==> src/rtl/uart_pkg.sv <==
// rtl/uart_pkg.sv - shared UART types and constants
package uart_pkg;

  // Receiver frame states; anything other than IDLE means a frame is in flight.
  typedef enum logic [1:0] {
    IDLE,
    START,
    DATA,
    STOP
  } rx_state_t;

  localparam int UART_DATA_BITS = 8;

  // Default bit period in clock cycles, shared with the transmitter.
  localparam int DEFAULT_CLOCKS_PER_BIT = 16;

endpackage

==> src/rtl/uart_bit_timer.sv <==
// rtl/uart_bit_timer.sv - loadable bit-period down-counter with tick at zero
module uart_bit_timer #(
  parameter int CLOCKS_PER_BIT = 16,
  localparam int W = $clog2(CLOCKS_PER_BIT)
) (
  input  logic         clk,
  input  logic         rst_n,
  input  logic         load,
  input  logic [W-1:0] load_value,
  output logic         tick
);

  logic [W-1:0] count;

  // Count down to zero and park there; a load takes priority so the owner
  // can re-arm on the very cycle it consumes a tick.
  always_ff @(posedge clk or negedge rst_n) begin
    if (!rst_n) begin
      count <= '0;
    end else if (load) begin
      count <= load_value;
    end else if (count != '0) begin
      count <= count - W'(1);
    end
  end

  assign tick = (count == '0);

endmodule

==> src/rtl/uart_rx.sv <==
// rtl/uart_rx.sv - UART receive deframer, 8N1, mid-bit sampling
module uart_rx
  import uart_pkg::*;
#(
  parameter int CLOCKS_PER_BIT = DEFAULT_CLOCKS_PER_BIT
) (
  input  logic       clkIn,
  input  logic       nResetIn,
  input  logic       rxIn,
  output logic [7:0] dataOut,
  output logic       dataValidOut,
  output logic       frameErrorOut,
  output logic       busyOut
);

  localparam int CW    = $clog2(CLOCKS_PER_BIT);
  localparam int BW    = $clog2(UART_DATA_BITS);
  localparam logic [CW-1:0] HALF_LOAD = CW'(CLOCKS_PER_BIT / 2 - 1);
  localparam logic [CW-1:0] FULL_LOAD = CW'(CLOCKS_PER_BIT - 1);
  localparam logic [BW-1:0] LAST_BIT  = BW'(UART_DATA_BITS - 1);

  rx_state_t                  state, state_next;
  logic [BW-1:0]              bit_idx, bit_idx_next;
  logic [UART_DATA_BITS-1:0]  shift_reg, shift_next, data_next;
  logic                       rx_prev;
  logic                       valid_next, error_next;
  logic                       timer_load, tick;
  logic [CW-1:0]              timer_value;
  logic                       start_edge;

  // A falling edge only; a line parked low never looks like a new start.
  assign start_edge = rx_prev & ~rxIn;
  assign busyOut    = (state != IDLE);

  uart_bit_timer #(
    .CLOCKS_PER_BIT(CLOCKS_PER_BIT)
  ) u_bit_timer (
    .clk       (clkIn),
    .rst_n     (nResetIn),
    .load      (timer_load),
    .load_value(timer_value),
    .tick      (tick)
  );

  // State, shift register, output byte and strobes.
  always_ff @(posedge clkIn or negedge nResetIn) begin
    if (!nResetIn) begin
      state         <= IDLE;
      bit_idx       <= '0;
      shift_reg     <= '0;
      dataOut       <= '0;
      dataValidOut  <= 1'b0;
      frameErrorOut <= 1'b0;
      rx_prev       <= 1'b1;
    end else begin
      state         <= state_next;
      bit_idx       <= bit_idx_next;
      shift_reg     <= shift_next;
      dataOut       <= data_next;
      dataValidOut  <= valid_next;
      frameErrorOut <= error_next;
      rx_prev       <= rxIn;
    end
  end

  // Next-state logic; the timer is first armed for half a bit so every later
  // full-bit reload lands on a bit centre.
  always_comb begin
    state_next   = state;
    bit_idx_next = bit_idx;
    shift_next   = shift_reg;
    data_next    = dataOut;
    valid_next   = 1'b0;
    error_next   = 1'b0;
    timer_load   = 1'b0;
    timer_value  = FULL_LOAD;
    case (state)
      IDLE: begin
        if (start_edge) begin
          state_next  = START;
          timer_load  = 1'b1;
          timer_value = HALF_LOAD;
        end
      end
      START: begin
        if (tick) begin
          if (!rxIn) begin
            state_next   = DATA;
            bit_idx_next = '0;
            timer_load   = 1'b1;
          end else begin
            state_next = IDLE;
          end
        end
      end
      DATA: begin
        if (tick) begin
          shift_next[bit_idx] = rxIn;
          timer_load          = 1'b1;
          if (bit_idx == LAST_BIT) begin
            state_next = STOP;
          end else begin
            bit_idx_next = bit_idx + BW'(1);
          end
        end
      end
      STOP: begin
        if (tick) begin
          state_next = IDLE;
          if (rxIn) begin
            data_next  = shift_reg;
            valid_next = 1'b1;
          end else begin
            error_next = 1'b1;
          end
        end
      end
      default: state_next = IDLE;
    endcase
  end

endmodule

==> config.mk <==
export PLATFORM = sky130hd
export DESIGN_NAME = uart_rx
export DESIGN_NICKNAME = d
export VERILOG_FILES = /design/src/rtl/uart_pkg.sv /design/src/rtl/uart_bit_timer.sv /design/src/rtl/uart_rx.sv
export SDC_FILE = /design/constraint.sdc
export NUM_CORES = 1
export LEC_CHECK = 0
export ABC_CLOCK_PERIOD_IN_PS = 1860
export BUFFER_PORTS_ARGS = -buffer_cell sky130_fd_sc_hd__buf_2
export CORE_MARGIN = 2
export CORE_UTILIZATION = 51
export CTS_CLUSTER_SIZE = 25
export DETAILED_ROUTE_END_ITERATION = 16
export PLACE_DENSITY = 0.73
export SKIP_LAST_GASP = 1
export SLEW_MARGIN = 0
export SYNTH_ARGS = -nofsm -noshare
export SYNTH_HDL_FRONTEND = slang
export SYNTH_SLANG_ARGS = --single-unit
==> constraint.sdc <==
create_clock -name clkIn -period 1.86 [get_ports clkIn]
set_clock_uncertainty 0.2 [all_clocks]
set_input_delay 0.093 -clock clkIn [delete_from_list [all_inputs] [get_ports clkIn]]
set_output_delay 0.093 -clock clkIn [all_outputs]
set_load 0.01 [all_outputs]
==> qor.csv, run 1 <==
metric,value,unit
status,finished with violations,
violations,setup timing,
synth_mux_area_share,16.9,%
seq_area,702,um^2
insertion_delay,0.33,ns
cts.clk_slew.worst_paths,0.15,ns
power,2.44,mW
worst_ir_drop_vdd,0.986,mV
fmax,515,MHz
syn_avg_cell_area,12.2,um^2
final_core_util,70.2,%
port_buffers,13,
pre_cts_ws,-0.0824,ns
cts_tree,yes,
n_antenna_cell,0,
die_w,56.2,um
hold_viol_final,0,
cp-startpoint,u_bit_timer.count[0]$_DFFE_PN0P_,
synth_edf_count,0,
p_leak,0.844,nW
synth_cell_type_count,33,
critPathLaunchType,flip-flop,
synthToLayoutAreaGrowth,27.6,%
hold_class,primary input to flip-flop,
dp_cells,165,
dr.pass1.iters,4,
grt-busiest-layer,met2,
rsz0062_at_grt,yes,
synth_top_family_by_area,simple AND/OR/NAND/NOR gates,
start_util,55.0,%
gr-usage-all-layers,19.6,%
path_max_fanout,5,
crit_type,flip-flop to flip-flop,
ios,14,
die_area,3150,um^2
endpoint_kind,flip-flop,
hp-start,rxIn,
drc,0,
cts_sinks,28,
final_nets,157,
synth_xor_area_share,0.631,%
met2_usage,29.4,%
synth_fa_ha_area_share,3.61,%
ys_ff_latch,28,
synth_flop_cell,dfrtp_1,
antenna_found_initial,0,
routedWlPerCell,15.5,um
core,2520,um^2
cts_buffer_depth,2,
dp_hpwl,1.76,mm
synth_nets,121,
drt_iter0_drc,32,
p_per_area,1380,nW/um^2
place_area,1580,um^2
cap_violations,0,
multiInputGateArea,713,um^2
wl,2.78,mm
grt-ovfl-total,0,
ys_seq_area_share,50.6,%
reg2reg_from,u_bit_timer.count[0]$_DFFE_PN0P_,
design_area,1770,um^2
gp_congestion,0.822,
drv_slew,0,
crit_arrival,1.98,ns
async_reset_ff_share,100,%
rows,18,
synth_compound_area_share,4.78,%
routed_via_density,5.72,
n_fill_cell,178,
routed-via-count,1023,
grt_pass1_vias,996,
grt_pass1_wl,4.86,mm
yosys.area_share.simple,19.9,%
synthCells,114,
synth_area,1390,um^2
finalWorstSetupSlack,-0.0812,ns
ant_nets,0,
die_y,56.2,um
layoutNonFillerInstCount,179,
met1_usage,28.3,%
grt_util_met3,3.72,%
drive_gt1_share,47.7,%
grt_max_degree,29,
cts-htree-levels,1,
yosysWarningCount,0,
worst_pin_slew,0.613,ns
clock-root-buffer,clkbuf_4,
slew_headroom,59.1,%
period_share,104,%
finalSetupViolations,11,
cts_buffers,3,
required,1.90,ns
period_needed,1.94,ns
==> layer usage <==
metal / vias to the layer above / wire length, um / share of wire [%]
met4: 0 / 48 / 1.7
met5: - / 0 / 0
li1: 485 / - / -
met3: 4 / 98 / 3.5
met2: 34 / 1310 / 47
met1: 500 / 1320 / 48
==> final cells by class <==
cell class	instances	share of cell area, %
multi-input combinational	76	40.3
sequential	28	39.6
timing repair buffer	36	13.9
tap	30	2.12
clock inverter	1	1.70
clock buffer	3	1.27
inverter	5	1.06
==> cell usage in the layout (no fill, tap or decap), types with 3 or more instances in the layout <==
cell / netlist / layout
buf_2: 1 / 13
buf_4: 0 / 20
clkbuf_4: 0 / 3
dfrtp_1: 27 / 27
ha_1: 4 / 3
inv_1: 5 / 3
mux2_2: 16 / 9
mux2_4: 0 / 10
nand2_1: 4 / 4
nand2b_1: 3 / 3
nand4_1: 6 / 6
nor2_1: 6 / 6
nor2b_1: 3 / 3
nor3_1: 4 / 3
nor3b_1: 5 / 4
==> critical path: stages (launching register included) <==
cell	delay, ns
dfrtp_1	0.42
inv_2	0.08
ha_4	0.12
or3b_4	0.37
buf_6	0.16
nor2_4	0.17
mux2_4	0.32
==> logic make-up (layout without fill, tap and decap cells) <==
group                    after synthesis  in the layout
AND/OR/NAND/NOR                       40             41
AO/OA/AOI/OAI                          9              9
flip-flops                            28             28
buffers and inverters                 11             45
adder cells (fa/ha/maj)                4              4
multiplexers                          21             21
XOR/XNOR                               1              1
==> repair_timing <==
action	CTS	global route
hold buffers	2	0
gates cloned	1	0
pin swaps	2	2
endpoints found under the hold margin	31	0
setup buffers	3	4
gates resized for setup	13	2
setup endpoints to repair	14	19
==> Yosys cell counts, types with 2 or more instances <==
cell type / count / area share (%)
a221oi_1: 2 / 1.3
clkbuf_1: 4 / 1.1
dfrtp_1: 27 / 49
ha_1: 4 / 3.6
inv_1: 5 / 1.4
mux2_1: 3 / 2.4
mux2_2: 16 / 13
mux2i_1: 2 / 1.4
nand2_1: 4 / 1.1
nand2b_1: 3 / 1.4
nand3_1: 2 / 0.72
nand4_1: 6 / 2.7
nor2_1: 6 / 1.6
nor2b_1: 3 / 1.4
nor3_1: 4 / 1.4
nor3b_1: 5 / 2.7
nor4_4: 2 / 3.1
==> through the flow <==
stage	hold WS, ns	setup TNS [ns]
after global placement	-0.0783	-0.389
after floorplan	-0.403	-0.427
after detailed placement	-0.0598	-0.720
after global routing	0.0198	-1.28
final	0.00947	-0.635
after CTS	0.00886	-0.451
==> final timing paths <==
kind,to,slack [ns],cells past startpoint
min in group asynchronous,frameErrorOut$_DFF_PN0_,0.08,2
max in group asynchronous,bit_idx[0]$_DFFE_PN0P_,0.99,2
worst min register to register,dataOut[3]$_DFFE_PN0P_,0.32,1
worst max register to register,dataOut[6]$_DFFE_PN0P_,-0.08,6
worst min-delay path,shift_reg[3]$_DFFE_PN0P_,0.009,2
worst max-delay path,dataOut[6]$_DFFE_PN0P_,-0.08,6
==> power breakdown <==
part           leakage (nW)  switching, mW  internal (mW)  total (mW)
registers             0.354          0.131          0.772       0.903
logic                 0.462          0.539          0.589        1.13
clock network        0.0279          0.189          0.218       0.407
(Power assumes the default switching activity.)
==> run 2, diff against run 1 <==
--- a/config.mk
+++ b/config.mk
@@ -16,4 +16,5 @@
 export SLEW_MARGIN = 0
 export SYNTH_ARGS = -nofsm -noshare
 export SYNTH_HDL_FRONTEND = slang
+export SYNTH_HIERARCHICAL = 1
 export SYNTH_SLANG_ARGS = --single-unit
==> run 2 against run 1 <==
- the flow still finishes with violations (setup timing)
- critical path type unchanged
- via count shrank 12%
- non-clock buffer count up 2
- final area shrank 2.0%
- clock-buffer cell count unchanged
- worst hold slack better by 0.061 ns
- synthesized cell count down 11%
==> qor.csv, run 2 <==
metric,value,unit,change
status,finished with violations,,
violations,setup timing,,
ys_seq_area_share,52.6,%,+2.0 points
synthToLayoutAreaGrowth,30.0,%,
n_antenna_cell,0,,unchanged
synth_area,1330,um^2,-3.9%
yosysTopAreaCellShare,50.7,%,+2.0 points
routed-via-count,901,,-12%
synth_edf_count,0,,unchanged
drive_gt1_share,56.5,%,+8.9 points
hold_class,primary input to async pin,,
ys_ff_latch,28,,unchanged
grt_pass1_vias,850,,-15%
crit_chain,"inv_2, ha_4, nor3b_4, buf_6, and4bb_4, nand3b_1, mux2_4",,
cts.clk_slew.worst_paths,0.16,ns,about the same
cap_violations,0,,unchanged
antenna_found_initial,0,,unchanged
routedWlPerCell,14.3,um,-7.7%
cts_buffers,3,,unchanged
syn_avg_cell_area,13.2,um^2,+8.5%
synth_cell_type_count,35,,+6.1%
required,1.90,ns,about the same
fmax,502,MHz,-2.6%
ant_nets,0,,unchanged
die_w,55.1,um,-1.8%
pre_cts_ws,-0.232,ns,-0.149 ns
cts_tree,yes,,
rsz0062_at_grt,yes,,
r2r_slack,-0.13,ns,-0.05 ns
insertion_delay,0.34,ns,about the same
dp_cells,156,,-5.5%
yosysWarningCount,6,,+6
cpLargestDelayFamily,simple AND/OR/NAND/NOR gates,,
cpPeakStageDelay,0.43,ns,about the same
drc,0,,unchanged
crit_type,flip-flop to flip-flop,,
crit_arrival,2.03,ns,+0.05 ns
slew_headroom,59.3,%,+0.18 points
p_leak,0.867,nW,+2.7%
layoutNonFillerInstCount,168,,-6.1%
finalSetupViolations,19,,+8
layout_common_cells,"dfrtp_1, buf_4, buf_2",,
hold_viol_final,0,,unchanged
p_per_area,1250,nW/um^2,-8.9%
worst_pin_slew,0.610,ns,-0.00277 ns
endpoint_kind,flip-flop,,
drv_slew,0,,unchanged
rows,18,,unchanged
final_nets,145,,-7.6%
synthTopCellsByArea,"dfrtp_1, mux2_2, ha_1",,
whs,0.0706,ns,+0.0611 ns
grt_max_degree,29,,unchanged
crit_buf_inv,2,,unchanged
final_core_util,70.0,%,-0.19 points
die_area,3040,um^2,-3.6%
place_area,1560,um^2,-1.3%
async_reset_ff_share,100,%,unchanged
dr.pass1.iters,4,,unchanged
grt-ovfl-total,0,,unchanged
die_y,55.1,um,-1.8%
start_util,53.8,%,-1.2 points
netlist_top_cells_count,"dfrtp_1, mux2_2, nand2_1, nor3b_1",,
worst_ir_drop_vdd,0.761,mV,-23%
synthCells,101,,-11%
dp_hpwl,1.61,mm,-8.7%
gp_congestion,0.832,,+1.2%
clock-root-buffer,clkbuf_4,,
power,2.17,mW,-11%
path_max_fanout,6,,+1
core,2480,um^2,-1.8%
yosysTopAreaCell,dfrtp_1,,
fin_tns_setup,-1.40,ns,-0.768 ns
routed_via_density,5.36,,-6.2%
cts_buffer_depth,2,,unchanged
port_buffers,13,,unchanged
period_needed,1.99,ns,+0.0527 ns
drt_iter0_drc,6,,-81%
gr-usage-all-layers,19.1,%,-0.56 points
wl,2.41,mm,-13%
period_share,107,%,+2.8 points
design_area,1730,um^2,-2.0%
finalWorstSetupSlack,-0.134,ns,-0.0527 ns
critPathLaunchType,flip-flop,,
synth_most_common_cell,dfrtp_1,,
grt_pass1_wl,3.97,mm,-18%
cts_sinks,28,,unchanged
cts-htree-levels,1,,unchanged
cp_slowest_cell,dfrtp_1,,
mostFrequentLayoutCell,dfrtp_1,,
ios,14,,unchanged
synth_flop_cell,dfrtp_1,,
run 2: per-layer routing:
metal	vias to the layer above	global-route usage, %	wire length [um]
li1	435	-	-
met2	21	30.6	1180
met4	0	9.76	55
met5	-	0	0
met1	438	24.3	1070
met3	7	4.03	103
run 2: area by class of cell:
cell class                 count  area [um^2]
timing repair buffer          38          265
fill                         184          743
tap                           30         37.5
inverter                       3         11.3
clock buffer                   3         22.5
clock inverter                 1         30.0
multi-input combinational     65          666
sequential                    28          702
run 2: repair_timing:
action	in CTS	in global routing
hold buffers	2	0
resized for setup	9	6
endpoints found under the setup margin	23	25
pin swaps	2	3
setup buffers	4	2
endpoints found under the hold margin	31	0
run 2: kinds of logic after synthesis:
| logic type | Yosys count | share of synthesized area, % |
|---|---|---|
| AOI/OAI and AO/OA | 10 | 5.35 |
| DFF | 28 | 52.6 |
| adders and majority gates | 3 | 2.81 |
| xor gates and xnor gates | 1 | 0.657 |
| buffers and inverters | 10 | 5.07 |
| and+or+nand+nor | 28 | 16.5 |
| other | 1 | 0.281 |
| muxes | 20 | 16.7 |
run 2: worst paths after layout:
check                                                 startpoint                        to  depth (start not counted)
worst max-delay path            u_bit_timer/count[1]$_DFFE_PN0P_  shift_reg[4]$_DFFE_PN0P_                          7
worst min-delay path                                    nResetIn   frameErrorOut$_DFF_PN0_                          2
worst max register to register  u_bit_timer/count[1]$_DFFE_PN0P_  shift_reg[4]$_DFFE_PN0P_                          7
worst min register to register            dataOut[3]$_DFFE_PN0P_    dataOut[3]$_DFFE_PN0P_                          1
max in group asynchronous                               nResetIn  shift_reg[3]$_DFFE_PN0P_                          2
min in group clkIn                                          rxIn   frameErrorOut$_DFF_PN0_                          3
run 2: power by group:
group          leakage [nW]  switching (mW)  internal (mW)  total, mW
Combinational         0.476           0.380          0.536      0.916
Sequential            0.363           0.106          0.744      0.850
Clock                0.0279           0.190          0.218      0.408
Total                 0.867           0.676           1.50       2.17
